**src/rtl/mem_responder_if.sv**
```systemverilog
// CPU-side fetch/load/store request and completion signals for mem_responder.
interface mem_responder_if #(
   parameter int unsigned RV = 16,
   parameter int unsigned VA = RV
);
   logic          ifetch;
   logic [VA-2:0] pc;
   logic [1:0]    rstrobe;
   logic [1:0]    wmask;
   logic [VA-2:0] addr;
   logic [RV-1:0] wdata;
   logic          io_access;
   logic          idone;
   logic          rdone;
   logic          wdone;
   logic [RV-1:0] rdata;

   modport master (
      output ifetch, pc, rstrobe, wmask, addr, wdata, io_access,
      input  idone, rdone, wdone, rdata
   );

   modport slave (
      input  ifetch, pc, rstrobe, wmask, addr, wdata, io_access,
      output idone, rdone, wdone, rdata
   );
endinterface

```
**src/rtl/mem_responder.sv**
```systemverilog
// Serialises CPU fetch/read/write requests onto an 8-bit async-SRAM bus with wait states.
// Optional single-entry fetch buffer enabled by defining MEM_IBUF_EN.
module mem_responder #(
   parameter int unsigned RV   = 16,
   parameter int unsigned VA   = RV,
   parameter int unsigned WAIT = 2
) (
   input  logic           clk,
   input  logic           reset,
   mem_responder_if.slave cpu,
   output logic [VA-1:0]  mem_addr,
   output logic [7:0]     mem_wdata,
   input  logic [7:0]     mem_rdata,
   output logic           mem_oe,
   output logic           mem_we,
   output logic           mem_io
);

   if (RV != 16) begin : g_bad_rv
      $fatal(1, "mem_responder: RV must be 16");
   end
   if (WAIT > 15) begin : g_bad_wait
      $fatal(1, "mem_responder: WAIT must be 0..15");
   end

   localparam logic [3:0] WaitCnt = 4'(WAIT);

   typedef enum logic [1:0] {StIdle, StAccess, StGap, StDone} state_e;
   typedef enum logic [1:0] {KindFetch, KindRead, KindWrite} kind_e;

   state_e        state_q, state_d;
   kind_e         kind_q, kind_d;
   logic [1:0]    lanes_q, lanes_d;
   logic          hi_q, hi_d;
   logic [VA-2:0] addr_q, addr_d;
   logic [15:0]   wdata_q, wdata_d;
   logic          io_q, io_d;
   logic [3:0]    cnt_q, cnt_d;
   logic [15:0]   data_q, data_d;
   logic          in_bus;

`ifdef MEM_IBUF_EN
   logic          ibuf_valid_q, ibuf_valid_d;
   logic [VA-2:0] ibuf_tag_q, ibuf_tag_d;
   logic [15:0]   ibuf_data_q, ibuf_data_d;
   logic          ibuf_hit;

   assign ibuf_hit = ibuf_valid_q && (ibuf_tag_q == cpu.pc);

   always_ff @(posedge clk) begin
      if (!reset) begin
         ibuf_valid_q <= 1'b0;
         ibuf_tag_q   <= '0;
         ibuf_data_q  <= '0;
      end else begin
         ibuf_valid_q <= ibuf_valid_d;
         ibuf_tag_q   <= ibuf_tag_d;
         ibuf_data_q  <= ibuf_data_d;
      end
   end
`endif

   always_ff @(posedge clk) begin
      if (!reset) begin
         state_q <= StIdle;
         kind_q  <= KindFetch;
         lanes_q <= 2'b00;
         hi_q    <= 1'b0;
         addr_q  <= '0;
         wdata_q <= '0;
         io_q    <= 1'b0;
         cnt_q   <= '0;
         data_q  <= '0;
      end else begin
         state_q <= state_d;
         kind_q  <= kind_d;
         lanes_q <= lanes_d;
         hi_q    <= hi_d;
         addr_q  <= addr_d;
         wdata_q <= wdata_d;
         io_q    <= io_d;
         cnt_q   <= cnt_d;
         data_q  <= data_d;
      end
   end

   always_comb begin
      state_d = state_q;
      kind_d  = kind_q;
      lanes_d = lanes_q;
      hi_d    = hi_q;
      addr_d  = addr_q;
      wdata_d = wdata_q;
      io_d    = io_q;
      cnt_d   = cnt_q;
      data_d  = data_q;
`ifdef MEM_IBUF_EN
      ibuf_valid_d = ibuf_valid_q;
      ibuf_tag_d   = ibuf_tag_q;
      ibuf_data_d  = ibuf_data_q;
`endif
      case (state_q)
         StIdle: begin
            cnt_d  = WaitCnt;
            data_d = '0;
            hi_d   = 1'b0;
            if (cpu.wmask != 2'b00) begin
               kind_d  = KindWrite;
               lanes_d = cpu.wmask;
               hi_d    = ~cpu.wmask[0];
               addr_d  = cpu.addr;
               wdata_d = cpu.wdata;
               io_d    = cpu.io_access;
               state_d = StAccess;
`ifdef MEM_IBUF_EN
               // IO space never aliases instruction memory
               if (!cpu.io_access && (cpu.addr == ibuf_tag_q)) begin
                  ibuf_valid_d = 1'b0;
               end
`endif
            end else if (cpu.rstrobe != 2'b00) begin
               kind_d  = KindRead;
               lanes_d = cpu.rstrobe;
               hi_d    = ~cpu.rstrobe[0];
               addr_d  = cpu.addr;
               io_d    = cpu.io_access;
               state_d = StAccess;
            end else if (cpu.ifetch) begin
               kind_d  = KindFetch;
               lanes_d = 2'b11;
               addr_d  = cpu.pc;
               io_d    = 1'b0;
               state_d = StAccess;
`ifdef MEM_IBUF_EN
               if (ibuf_hit) begin
                  data_d  = ibuf_data_q;
                  state_d = StDone;
               end
`endif
            end
         end
         StAccess: begin
            if (cnt_q != 4'd0) begin
               cnt_d = cnt_q - 4'd1;
            end else begin
               // A lone hi-lane byte read still returns in the low byte
               if (kind_q != KindWrite) begin
                  if ((lanes_q == 2'b11) && hi_q) begin
                     data_d[15:8] = mem_rdata;
                  end else begin
                     data_d[7:0] = mem_rdata;
                  end
               end
               if (!hi_q && lanes_q[1]) begin
                  if (kind_q == KindWrite) begin
                     state_d = StGap;
                  end else begin
                     hi_d  = 1'b1;
                     cnt_d = WaitCnt;
                  end
               end else begin
                  state_d = StDone;
               end
            end
         end
         StGap: begin
            hi_d    = 1'b1;
            cnt_d   = WaitCnt;
            state_d = StAccess;
         end
         StDone: begin
            state_d = StIdle;
`ifdef MEM_IBUF_EN
            if (kind_q == KindFetch) begin
               ibuf_valid_d = 1'b1;
               ibuf_tag_d   = addr_q;
               ibuf_data_d  = data_q;
            end
`endif
         end
         default: state_d = StIdle;
      endcase
   end

   assign in_bus    = (state_q == StAccess) || (state_q == StGap);
   assign mem_addr  = in_bus ? {addr_q, hi_q} : '0;
   assign mem_wdata = (in_bus && (kind_q == KindWrite)) ?
                      (hi_q ? wdata_q[15:8] : wdata_q[7:0]) : 8'h00;
   assign mem_oe    = (state_q == StAccess) && (kind_q != KindWrite);
   assign mem_we    = (state_q == StAccess) && (kind_q == KindWrite);
   assign mem_io    = in_bus && io_q;

   assign cpu.idone = (state_q == StDone) && (kind_q == KindFetch);
   assign cpu.rdone = (state_q == StDone) && (kind_q == KindRead);
   assign cpu.wdone = (state_q == StDone) && (kind_q == KindWrite);
   assign cpu.rdata = ((state_q == StDone) && (kind_q != KindWrite)) ? data_q : '0;

endmodule

```
**src/flat_wrapper.sv**
```systemverilog
// flat-port wrapper written by rule: the top's interface ports become plain ports
module mem_responder_flat 
#(
   parameter int unsigned RV   = 16,
   parameter int unsigned VA   = RV,
   parameter int unsigned WAIT = 2
)
  (clk, reset, mem_addr, mem_wdata, mem_rdata, mem_oe, mem_we, mem_io, cpu_ifetch, cpu_pc, cpu_rstrobe, cpu_wmask, cpu_addr, cpu_wdata, cpu_io_access, cpu_idone, cpu_rdone, cpu_wdone, cpu_rdata);
  mem_responder_if #(.RV(RV), .VA(VA)) cpu_i ();
  input  logic clk;
  input  logic reset;
  output logic [VA-1:0] mem_addr;
  output logic [7:0] mem_wdata;
  input  logic [7:0] mem_rdata;
  output logic mem_oe;
  output logic mem_we;
  output logic mem_io;
  input wire logic [$bits(cpu_i.ifetch)-1:0] cpu_ifetch;
  input wire logic [$bits(cpu_i.pc)-1:0] cpu_pc;
  input wire logic [$bits(cpu_i.rstrobe)-1:0] cpu_rstrobe;
  input wire logic [$bits(cpu_i.wmask)-1:0] cpu_wmask;
  input wire logic [$bits(cpu_i.addr)-1:0] cpu_addr;
  input wire logic [$bits(cpu_i.wdata)-1:0] cpu_wdata;
  input wire logic [$bits(cpu_i.io_access)-1:0] cpu_io_access;
  output wire logic [$bits(cpu_i.idone)-1:0] cpu_idone;
  output wire logic [$bits(cpu_i.rdone)-1:0] cpu_rdone;
  output wire logic [$bits(cpu_i.wdone)-1:0] cpu_wdone;
  output wire logic [$bits(cpu_i.rdata)-1:0] cpu_rdata;
  assign cpu_i.ifetch = cpu_ifetch;
  assign cpu_i.pc = cpu_pc;
  assign cpu_i.rstrobe = cpu_rstrobe;
  assign cpu_i.wmask = cpu_wmask;
  assign cpu_i.addr = cpu_addr;
  assign cpu_i.wdata = cpu_wdata;
  assign cpu_i.io_access = cpu_io_access;
  assign cpu_idone = cpu_i.idone;
  assign cpu_rdone = cpu_i.rdone;
  assign cpu_wdone = cpu_i.wdone;
  assign cpu_rdata = cpu_i.rdata;
  mem_responder #(.RV(RV), .VA(VA), .WAIT(WAIT)) u_core (.clk(clk), .reset(reset), .cpu(cpu_i), .mem_addr(mem_addr), .mem_wdata(mem_wdata), .mem_rdata(mem_rdata), .mem_oe(mem_oe), .mem_we(mem_we), .mem_io(mem_io));
endmodule
```
**config.mk**
```make
export PLATFORM = sky130hd
export DESIGN_NAME = mem_responder_flat
export DESIGN_NICKNAME = d
export VERILOG_FILES = /design/src/rtl/mem_responder_if.sv /design/src/rtl/mem_responder.sv /design/src/flat_wrapper.sv
export SDC_FILE = /design/constraint.sdc
export NUM_CORES = 1
export LEC_CHECK = 0
export ABC_CLOCK_PERIOD_IN_PS = 1500
export CAP_MARGIN = 20
export CELL_PAD_IN_SITES_DETAIL_PLACEMENT = 0
export CELL_PAD_IN_SITES_GLOBAL_PLACEMENT = 1
export CORE_UTILIZATION = 30
export DETAILED_ROUTE_END_ITERATION = 10
export HOLD_SLACK_MARGIN = 0.03
export PLACE_DENSITY_LB_ADDON = 0.1
export SKIP_LAST_GASP = 1
export SYNTH_ARGS = -nofsm -noshare
export SYNTH_HDL_FRONTEND = slang
export SYNTH_SLANG_ARGS = --single-unit
```
**constraint.sdc**
```tcl
create_clock -name clk -period 1.5 [get_ports clk]
set_input_delay 0.3 -clock clk [delete_from_list [all_inputs] [get_ports clk]]
set_output_delay 0.3 -clock clk [all_outputs]
set_load 0.01 [all_outputs]
```
After elaboration in Yosys (flattened, before gate mapping)
Cells that the tools add are included.
- add/subtract/negate cells: 1
- multiply operators: 0
- div/mod/pow operators: 0
- $lt $le $gt $ge: 0
- equality and inequality tests: 17
- shift operators: 0
- muxes and demuxes: 38
- bitwise operators: 2
- reductions and logical operators: 29
- operators with widths (kind ; number):
    16-bit two-way mux ; 4
    15-bit two-way mux ; 3
    8-bit two-way mux ; 4
    16-bit one-hot mux with 2 select lines ; 1
    2-bit two-way mux ; 12
    4-bit two-way mux ; 3
    4-bit AND reduction ; 3
    1-bit logical AND ; 10
    2-bit == test, second input constant ; 4
    1-bit two-way mux ; 8
    2-bit != test, second input constant ; 4
    2-bit one-hot mux with 4 select lines ; 1
    4-bit one-hot mux with 2 select lines ; 1
    2-bit nonzero test ; 4
    2-bit by 1-bit != test with 1-bit output, second input constant ; 3
    3-bit AND reduction ; 2
    3-bit nonzero test ; 2
    2-bit by 1-bit == test with 1-bit output, second input constant ; 2
    2-bit zero test ; 2
    4-bit by 2-bit != test with 1-bit output, second input constant ; 1
    2-bit AND reduction ; 2
    4-bit nonzero test ; 1
    4-bit by 1-bit subtractor with 4-bit output, second input constant ; 1
    3-bit by 1-bit != test with 1-bit output, second input constant ; 1
    other kinds (7) ; 8
- register bits after elaboration: 59
- latch bits: 0
- RAM bits: 0
- bits in read-only memories: 0
- bits of input ports: 62
- output and inout port bits: 46
- logic and storage cells: 97
- memories: 0

Logic depth before layout (Yosys ltp)
- depth in word-level cells: 6
- depth in mapped cells: 7
- gate-level depth less buffers: 6

Worst setup path after synthesis
OpenSTA, ideal clock, no wires.
- kind: register to register
- from: register u_core.cnt_q[0]
- to: register u_core.data_q[12]
- library setup time: 0.117 ns
- arrival: 1.575 ns
- data required time: 1.383 ns
- setup slack: -0.192 ns
- stages on the path, launching flop included: 8
- buffers on the path: 1
- period minus slack after synthesis: 1.692 ns
- path through: dfxtp_1 -> inv_1 -> ha_1 -> or3b_1 -> buf_2 -> nor3_1 -> o21ai_1 -> a32o_1
- cells in the longest elaborated chain, start to end: 3
- ends and longest elaborated chain (what ; RTL line ; source):
    from (decl) ; mem_responder.sv:38 ; logic [3:0] cnt_q, cnt_d;
    from (signal assigned) ; mem_responder.sv:82 ; cnt_q <= cnt_d;
    4-bit nonzero test ; mem_responder.sv:143 ; if (cnt_q != 4'd0) begin
    2-bit != test (no line) ; -- ;
    4-bit AND reduction (no line) ; -- ;
    to (signal assigned) ; mem_responder.sv:83 ; data_q <= data_d;
    to (decl) ; mem_responder.sv:39 ; logic [15:0] data_q, data_d;
Every way passes these cells.
A chain may end at the register's enable or synchronous reset.

Worst setup path after layout
- from: register u_core.state_q[0]
- to: output cpu_rdata[7]
- cells in the longest elaborated chain, start to end: 3
- ends and longest elaborated chain (what ; RTL line ; source):
    from (decl) ; mem_responder.sv:31 ; state_e state_q, state_d;
    from (signal assigned) ; mem_responder.sv:65 ; state_q <= StIdle;
    from (signal assigned) ; mem_responder.sv:75 ; state_q <= state_d;
    2-bit == test ; mem_responder.sv:196 ; assign cpu.rdata = ((state_q == StDone) && (kind_q != KindWrite)) ? data_q : '0;
    1-bit logical AND ; mem_responder.sv:196 ;
    16-bit two-way mux ; mem_responder.sv:196 ;
    to (decl) ; flat_wrapper.sv:28 ; output wire logic [$bits(cpu_i.rdata)-1:0] cpu_rdata;
Every way passes these cells.

==> metrics.md <==
| Metric | Value |
|---|---|
| Run status | finished with violations |
| Failing checks | setup timing |
| Gpl congestion | 0.739 |
| LEAKAGE | 2.36 nW |
| Ys async rst share | 0% |
| Die X | 103 µm |
| Final WS setup | -0.339 ns |
| Top cells by area, synth | dfxtp_1 (39%), mux2i_1 (11%), nand2_1 (9.0%) |
| Post-synthesis compound-gate area fraction | 17.5% |
| RSZ-0062 raised after global routing | true |
| Most frequent CP cell | buf_6 |
| Worst VDD drop | 0.759 mV |
| Seq/Total Area, Yosys | 38.6% |
| Worst path arrival time | 1.54 ns |
| EDFF count, synth | 0 |
| Synth Area in Adders | 2.45% |
| Vias | 3048 |
| CTS max path bufs | 2 |
| Mapped Cells | 350 |
| Vias in the first global route | 2931 |
| Slowest cell on the critical path | dfxtp_4 |
| Post-Place Cells | 612 |
| Period minus WS final | 1.84 ns |
| Ys flop type | dfxtp_1 |
| Xor-xnor portion of the synthesized cell area | 0% |
| Skew final | 0.0117 ns |
| Relative slew slack | 78.1% |
| Largest family of logic cells by synthesized area | simple AND/OR/NAND/NOR gates |
| Final core utilization | 53.3% |
| Synthesized area | 0.00306 mm² |
| Initial DRC Count | 77 |
| TritonCTS clock tree | built |
| Clock root cell | clkbuf_8 |
| Crit. End Element | output pin |
| Pwr dens | 1780 mW/mm² |
| Iteration count of the initial detailed-routing pass | 5 |
| Critical path, cell by cell | buf_4, ha_4, buf_6, buf_6, and3_4, buf_6 |
| DRT Wirelength | 8700 µm |
| Worst-margin pin slew | 0.329 ns |
| Core area | 0.00982 mm² |
| MaxCap Viol Count | 0 |
| Io pins | 108 |
| Die height | 103 µm |
| Area growth, synth to finish | 71.2% |
| Yosys cell types | 40 |
| Avg Cell Area, Syn | 8.74 µm² |
| Max frequency | 544 MHz |
| Simple-gate share of the synthesized area | 24.4% |
| First-pass GRT wire length | 14100 µm |
| Residual DRC | 0 |
| Period Utilization, post-route | 123% |
| Tot Pwr | 9.33 mW |
| Clk sink count | 59 |
| Layout cells sized above 1 | 35.8% |
| Synth area leader | dfxtp_1 |
| Initial antenna violation count | 1 |
| Synthesized Nets | 418 |
| CTS Buf Count | 9 |
| Initial Utilization | 31.1% |
| Standard-cell rows | 36 |
| Synthesis Warnings | 0 |
| Clock transition at the registers of the reported paths | 0.07 ns |
| Worst Hold Class | in -> reg |
| H-Tree Depth | 3 |
| Final setup fails | 69 |
| Non-Filler Instances | 643 |
| Pin count of the biggest net entering global routing | 35 |
| Synth top area share | 38.6% |
| Post-synth top cells | nand2_1 (73), dfxtp_1 (59), mux2i_1 (35), a21boi_0 (19), and2_1 (19) |
| Drt wl/cell | 13.5 µm |
| Hpwl dp | 5820 µm |
| Max incr delay on CP | 0.36 ns |
| Worst setup SP type | flop |
| Critical Path RT | 1.20 ns |
| Synthesis-stage register bit count | 59 |
| Slew Limit Fails | 0 |
| Die area | 0.0106 mm² |
| Hold Fails Final Rpt | 0 |
| Vias/cell | 4.74 |
| GRT Util Overall | 17.3% |
| Critical path class | reg -> out |
| IO buf count | 107 |
| Routed Antenna Nets | 0 |
| GRT overflow | 0 |
| CP max FO | 6 |
| Layout Nets | 572 |
| Top-count cell post-synth | nand2_1 |
| Mux share of post-synthesis cell area | 11.5% |
| Clk_lat worst skew | 0.34 ns |
-- report_power, final --
group | leakage, nW | switching, mW | total (mW) | internal [mW]
logic | 1.75 | 2.54 | 5.26 | 2.72
registers | 0.487 | 0.257 | 2.31 | 2.06
clock network | 0.119 | 0.656 | 1.76 | 1.10
-- through the flow --
step | setup TNS (ns) | area, µm² | hold slack, ns | setup WS (ns)
global placement | -27.61 | 4690 | 0.438 | -0.521
CTS | -13.57 | 5110 | 0.308 | -0.356
detailed placement | -27.59 | 4690 | 0.447 | -0.534
global route | -19.69 | 5230 | 0.326 | -0.412
floorplan | -3.83 | 3180 | 0.430 | -0.120
finish | -14.91 | 5240 | 0.322 | -0.339
-- layer usage --
layer  GRT usage, %  vias to the layer above  wire [µm]
met3           5.97                        7        523
met5              0                        -          0
li1               -                     1530          -
met1           21.4                     1432       4000
met2           28.5                       79       4090
met4           4.88                        0         82
-- area by class of cell --
type / instances / area (µm²)
Clock buffer: 9 / 124
Antenna cell: 1 / 2.50
Sequential cell: 59 / 1190
Timing Repair Buffer: 166 / 1600
Clock inverter: 7 / 116
Fill cell: 968 / 4580
Tap cell: 133 / 166
Inverter: 11 / 48.8
Multi-Input combinational cell: 257 / 1980
-- flip-flops by register name, indices dropped and copies added (netlist names) --
register	cells
u_core.kind_q	2
u_core.io_q	1
u_core.data_q	16
u_core.addr_q	15
u_core.state_q	2
u_core.lanes_q	2
u_core.hi_q	1
u_core.wdata_q	16
u_core.cnt_q	4
-- placed cells by master (no fill, tap or decap), types with 3 or more instances in the layout --
master / netlist / layout
a21boi_0: 19 / 17
a21oi_1: 4 / 3
a32o_1: 8 / 8
and2_1: 19 / 18
and3_1: 16 / 4
and3_4: 0 / 12
buf_12: 0 / 7
buf_2: 1 / 18
buf_4: 0 / 39
buf_6: 5 / 30
bufinv_16: 0 / 3
clkbuf_8: 0 / 9
clkdlybuf4s15_2: 0 / 11
clkdlybuf4s50_1: 0 / 56
dfxtp_1: 59 / 53
dfxtp_2: 0 / 4
ha_4: 0 / 4
inv_1: 11 / 6
inv_4: 0 / 3
mux2i_1: 35 / 35
nand2_1: 73 / 72
nor2_1: 15 / 7
nor2_2: 0 / 5
nor2_4: 0 / 3
nor2b_1: 4 / 3
nor3_1: 9 / 6
o211a_1: 15 / 15
o21ai_0: 6 / 5
-- final timing paths --
path,from,end,slack [ns],depth (start not counted)
max,u_core.state_q[0]$_SDFFE_PN0P_,cpu_rdata[7],-0.34,6
min,reset,u_core.data_q[1]$_SDFFE_PN0P_,0.32,3
min reg2reg,u_core.data_q[1]$_SDFFE_PN0P_,u_core.data_q[1]$_SDFFE_PN0P_,0.46,2
max reg2reg,u_core.state_q[0]$_SDFFE_PN0P_,u_core.hi_q$_SDFFE_PN0P_,-0.15,7
-- critical path: cells and delay by family (launching register included) --
kind                     cells  cell delay (ns)
adder cells (fa/ha/maj)      1             0.17
flip-flops                   1             0.36
buffers and inverters        4             0.51
AND/OR/NAND/NOR              1             0.16
-- timing repair --
action / in CTS / in global routing
setup buffers: 6 / 5
pin swaps: 28 / 13
setup endpoints to repair: 85 / 89
hold buffers: 0 / 0
gates resized for setup: 233 / 28
gates cloned: 3 / 0
-- kinds of logic (layout without fill, tap and decap cells) --
family / after synthesis / in the layout
simple gates: 151 / 151
compound gates: 64 / 65
flops: 59 / 59
mux: 35 / 35
buf+inv: 35 / 193
fa+ha+maj: 6 / 6
other cells: 0 / 1
Note: power is estimated with default switching activity, not from simulation.
